## src/rtl/clk_period_meter.sv

```systemverilog
// Measures period and high time of a slow asynchronous input in clk_base cycles,
// publishing one measurement per input period and flagging stalled inputs.
module clk_period_meter #(
  parameter int unsigned nBit = 18
) (
  input  logic            clk_base,
  input  logic            reset,
  input  logic            stop,
  input  logic            clk_in,
  output logic [nBit-1:0] period,
  output logic [nBit-1:0] high_time,
  output logic            valid,
  output logic            locked,
  output logic            timeout
);

  localparam logic [nBit-1:0] CNT_MAX   = '1;
  localparam logic [nBit-1:0] CNT_STALL = CNT_MAX - nBit'(1);
  localparam logic [nBit-1:0] CNT_ONE   = nBit'(1);

  typedef enum logic [1:0] {
    ST_ARM   = 2'd0,
    ST_RUN   = 2'd1,
    ST_STALL = 2'd2
  } state_e;

  logic s1_q, s1_d;
  logic s2_q, s2_d;
  logic s3_q, s3_d;
  logic rise;

  state_e          state_q, state_d;
  logic [nBit-1:0] cnt_q, cnt_d;
  logic [nBit-1:0] hcnt_q, hcnt_d;
  logic [nBit-1:0] period_q, period_d;
  logic [nBit-1:0] high_time_q, high_time_d;
  logic            valid_q, valid_d;
  logic            locked_q, locked_d;
  logic            timeout_q, timeout_d;
  logic [nBit-1:0] cnt_inc;
  logic [nBit-1:0] hcnt_inc;

  // Synchronizer and edge history keep running through stop.
  always_comb begin
    s1_d = clk_in;
    s2_d = s1_q;
    s3_d = s2_q;
  end

  always_ff @(posedge clk_base) begin
    if (reset) begin
      s1_q <= 1'b0;
      s2_q <= 1'b0;
      s3_q <= 1'b0;
    end else begin
      s1_q <= s1_d;
      s2_q <= s2_d;
      s3_q <= s3_d;
    end
  end

  assign rise = s2_q & ~s3_q;

  // Saturating increments; the high counter only advances while the input is high.
  always_comb begin
    cnt_inc  = (cnt_q == CNT_MAX) ? cnt_q : cnt_q + CNT_ONE;
    hcnt_inc = (s2_q && (hcnt_q != CNT_MAX)) ? hcnt_q + CNT_ONE : hcnt_q;
  end

  always_comb begin
    state_d     = state_q;
    cnt_d       = cnt_q;
    hcnt_d      = hcnt_q;
    period_d    = period_q;
    high_time_d = high_time_q;
    valid_d     = 1'b0;
    locked_d    = locked_q;
    timeout_d   = timeout_q;

    if (stop) begin
      state_d   = ST_ARM;
      cnt_d     = '0;
      hcnt_d    = '0;
      locked_d  = 1'b0;
      timeout_d = 1'b0;
    end else begin
      case (state_q)
        ST_ARM: begin
          cnt_d  = '0;
          hcnt_d = '0;
          if (rise) begin
            state_d = ST_RUN;
            hcnt_d  = CNT_ONE;
          end
        end
        ST_RUN: begin
          if (rise) begin
            period_d    = cnt_q + CNT_ONE;
            high_time_d = hcnt_q;
            valid_d     = 1'b1;
            locked_d    = 1'b1;
            timeout_d   = 1'b0;
            cnt_d       = '0;
            hcnt_d      = CNT_ONE;
          end else if (cnt_q == CNT_STALL) begin
            // Freeze before cnt can reach all-ones so cnt+1 never overflows.
            state_d   = ST_STALL;
            timeout_d = 1'b1;
          end else begin
            cnt_d  = cnt_inc;
            hcnt_d = hcnt_inc;
          end
        end
        ST_STALL: begin
          // The stalled interval is discarded; the next rise restarts a fresh period.
          if (rise) begin
            state_d = ST_RUN;
            cnt_d   = '0;
            hcnt_d  = CNT_ONE;
          end
        end
        default: begin
          state_d = ST_ARM;
          cnt_d   = '0;
          hcnt_d  = '0;
        end
      endcase
    end
  end

  always_ff @(posedge clk_base) begin
    if (reset) begin
      state_q     <= ST_ARM;
      cnt_q       <= '0;
      hcnt_q      <= '0;
      period_q    <= '0;
      high_time_q <= '0;
      valid_q     <= 1'b0;
      locked_q    <= 1'b0;
      timeout_q   <= 1'b0;
    end else begin
      state_q     <= state_d;
      cnt_q       <= cnt_d;
      hcnt_q      <= hcnt_d;
      period_q    <= period_d;
      high_time_q <= high_time_d;
      valid_q     <= valid_d;
      locked_q    <= locked_d;
      timeout_q   <= timeout_d;
    end
  end

  assign period    = period_q;
  assign high_time = high_time_q;
  assign valid     = valid_q;
  assign locked    = locked_q;
  assign timeout   = timeout_q;

endmodule

```

## config.mk

```make
export PLATFORM = sky130hd
export DESIGN_NAME = clk_period_meter
export DESIGN_NICKNAME = d
export VERILOG_FILES = /design/src/rtl/clk_period_meter.sv
export SDC_FILE = /design/constraint.sdc
export NUM_CORES = 1
export LEC_CHECK = 0
export ABC_AREA = 1
export BUFFER_PORTS_ARGS = -buffer_cell sky130_fd_sc_hd__buf_2
export CAP_MARGIN = 15
export CORE_MARGIN = 2
export CORE_UTILIZATION = 43
export CTS_CLUSTER_SIZE = 20
export DETAILED_ROUTE_END_ITERATION = 10
export GPL_TIMING_DRIVEN = 0
export PLACE_DENSITY = 0.67
export SKIP_LAST_GASP = 1
export SLEW_MARGIN = 20
export SYNTH_ARGS = -nofsm -noshare
export SYNTH_HDL_FRONTEND = slang
export SYNTH_SLANG_ARGS = --single-unit
```

## constraint.sdc

```tcl
create_clock -name clk_base -period 1.95 [get_ports clk_base]
set_clock_uncertainty 0.1 [all_clocks]
set_input_delay 0.195 -clock clk_base [delete_from_list [all_inputs] [get_ports clk_base]]
set_output_delay 0.195 -clock clk_base [all_outputs]
set_load 0.005 [all_outputs]
```

==> results.toml <==
[setup_path]
critPathCapture = "hcnt_q[14]"
r2r_slack_ns = 0.07
endpoint_kind = "register"
worstSetupStartpointType = "register"
crit_start = "hcnt_q[1]"
required_ns = 2.14
cpLargestDelayFamily = "simple AND/OR/NAND/NOR gates"
critical_path_cell_count = 9
crit_fanout = 5
reg2reg_from = "hcnt_q[1]"
cp_slowest_cell = "dfxtp_2"
crit_type = "reg -> reg"
r2r_cells = 9
r2r-end = "hcnt_q[14]"
crit_arrival_ns = 2.07
cp_common_cell = "nand2_1"
path_buf_inv = 0
worstPathCellList = "ha_1, nand2_1, nor2_1, nand3_1, o21bai_1, nand3_1, nand2_1, nand2_1, nor2_1"
cp_slowest_stage_delay_ns = 0.38

[placement]
place_area_um2 = 4320
port_buffers = 41
gp_congestion = 0.935
dp_slack_ns = -0.265
dp.final_hpwl_um = 7810

[global_route]
grt_pass1_wl_um = 17500
first_global_vias = 3771
grt_max_degree = 13
grt_overflow = 0
grt_util_all_layers_pct = 22.0
antenna_found_initial = 0

[route]
avgViaCountPerCell = 5.28
firstDrtPassIters = 4
vias = 4015
drc = 0
drtIter0Drc = 188
detail-route-antenna-nets = 0
wl_per_cell_um = 14.1
routed_wl_um = 10800

[synth]
synth-compound-area-share_pct = 13.7
synth-seq-cells = 80
synth_top_area_share_pct = 40.3
synth-simple-area-share_pct = 34.1
synth.most_common_cell = "nand2_1"
synthArstFlopShare_pct = 0
synth-edff-count = 0
synthMuxAreaShare_pct = 0
netlist_instances = 588
syn_avg_cell_area_um2 = 6.76
synth_adder_area_share_pct = 0.944
yosysWarnings = 0
synth_area_um2 = 3980
seq_area_frac_synth_pct = 40.3
synth_area_leaders = "dfxtp_1 40%, nand2_1 12%, nor2_1 8.5%, a21oi_1 7.0%, nand3_1 6.2%"
netlist_top_cells_count = "131 x nand2_1, 90 x nor2_1, 80 x dfxtp_1"
synth_fp_nets = 595
synthXorXnorAreaFrac_pct = 1.98
synth_top_cell_by_area = "dfxtp_1"
synth_cell_types = 35
synth_top_family_by_area = "simple AND/OR/NAND/NOR gates"
synth-main-ff-cell = "dfxtp_1"

[finish]
final_area_um2 = 4620
fill_cells = 944
regArea_um2 = 1610
multi_input_area_um2 = 2040
diodes = 0
nets = 652
drive_above_1_share_pct = 16.8
area_delta_synth_final_pct = 16.2

[clock_network]
clkTransAtPathRegs_ns = 0.08
clock_latency_ns = 0.36
root_buffer = "clkbuf_8"
cts_tree = "yes"
numCtsBuffers = 9
clock_path_buffers = 2
cts_sinks = 80
htreeDepth = 3

[timing]
layout_min_cycle_time_ns = 1.88
worst_slew_pin_slew_ns = 0.642
hold_viol = 0
setup_tns_ns = 0
max_freq_mhz = 533
relSlewSlack_pct = 57.2
fin_crit_sh_pct = 96.3
maxSlewViolCount = 0
setup-violations-final = 0
rsz0062_at_grt = "true"
setup_ws_ns = 0.0721

[min_path]
hold_depth = 2
hp-class = "in -> reg"

[floorplanning]
pin_count = 43
die-area_um2 = 10000
core_um2 = 9110
rows = 35
start_util_pct = 43.7
die_x_um = 100
chipHeight_um = 100

[job]
cap_violations = 0

[pwr]
p_leak_nw = 1.98
ir_worst_vdd_uv = 335
power.density_nw_per_um2 = 642

[run_status]
outcome = "complete, no violations"
-- area by class of cell --
cell class / instances / share of cell area, %
well taps: 111 / 3.01
flip-flops and latches: 80 / 34.9
inverters: 59 / 4.90
plain buffers: 25 / 3.11
multi-input cells: 424 / 44.2
repair buffers: 46 / 5.58
clock inverters: 3 / 0.867
clock buffers: 13 / 3.44
-- timing repair --
action | 4_1_cts | 5_1_grt
setup endpoints to repair | 48 | 57
hold endpoints to repair | 1 | 0
setup buffers | 2 | 2
pin swaps | 3 | 3
gates cloned | 0 | 0
hold buffers | 1 | 0
gates resized for setup | 6 | 18
-- placed cells by master (no fill, tap or decap), drive strengths merged --
cell type	count
nand2	137
nor2	99
dfxtp	80
inv	59
a21oi	56
buf	56
nand3	52
o21ai	43
clkbuf	27
xor2	8
nand4	7
nor3	5
ha	3
o21bai	2
nand3b	2
o211ai	2
nor4	2
clkinv	2
and2	1
and3b	1
a221o	1
xnor2	1
or2	1
o211a	1
bufinv	1
dlygate4sd3	1
-- worst min path at each step --
stage	startpoint	endpoint
after CTS	reset	s1_q
after global placement	s1_q	s2_q
final	reset	s1_q
after floorplan	clk_in	s1_q
after global routing	reset	valid
after detailed placement	clk_in	s1_q
-- cell families after synthesis --
group	after synthesis
buf+inv	84
xor+xnor	9
fa+ha+maj	3
simple gates	307
compound gates	105
flops	80
-- layer usage --
layer  wire length (um)  vias to the layer above  track usage, %
met5                  0                        -               0
met1               4530                     1891            26.4
met4                214                        0            7.80
met3                557                       16            4.74
met2               5460                      103            38.9
li1                   -                     2005               -
-- where the power goes --
group	switching, mW	leakage, nW	internal, mW
Combinational	0.0645	1.23	0.0229
Clock	0.579	0.103	0.659
Sequential	0.00504	0.648	1.64
Total	0.648	1.98	2.32
-- stage by stage --
step / hold slack, ns / std cells / utilization [%] / power, mW
2_1_floorplan: 0.202 / 588 / - / 1.73
3_5_place_dp: 0.306 / 740 / 47.4 / 1.76
3_3_place_gp: 0.299 / 740 / 47.4 / 1.76
5_1_grt: 0.132 / 761 / 50.7 / 3.07
4_1_cts: 0.120 / 759 / 50.2 / 2.99
6_report: 0.113 / 761 / 50.7 / 2.97
-- flip-flops by register name, summed over array words and instances, names as in the netlist --
register and cells:
s2_q 1, period 18, s3_q 1, cnt_q 18, locked 1, state_q 2
high_time 18, timeout 1, valid 1, hcnt_q 18, s1_q 1
No activity file was read; power rests on OpenSTA's default activity.
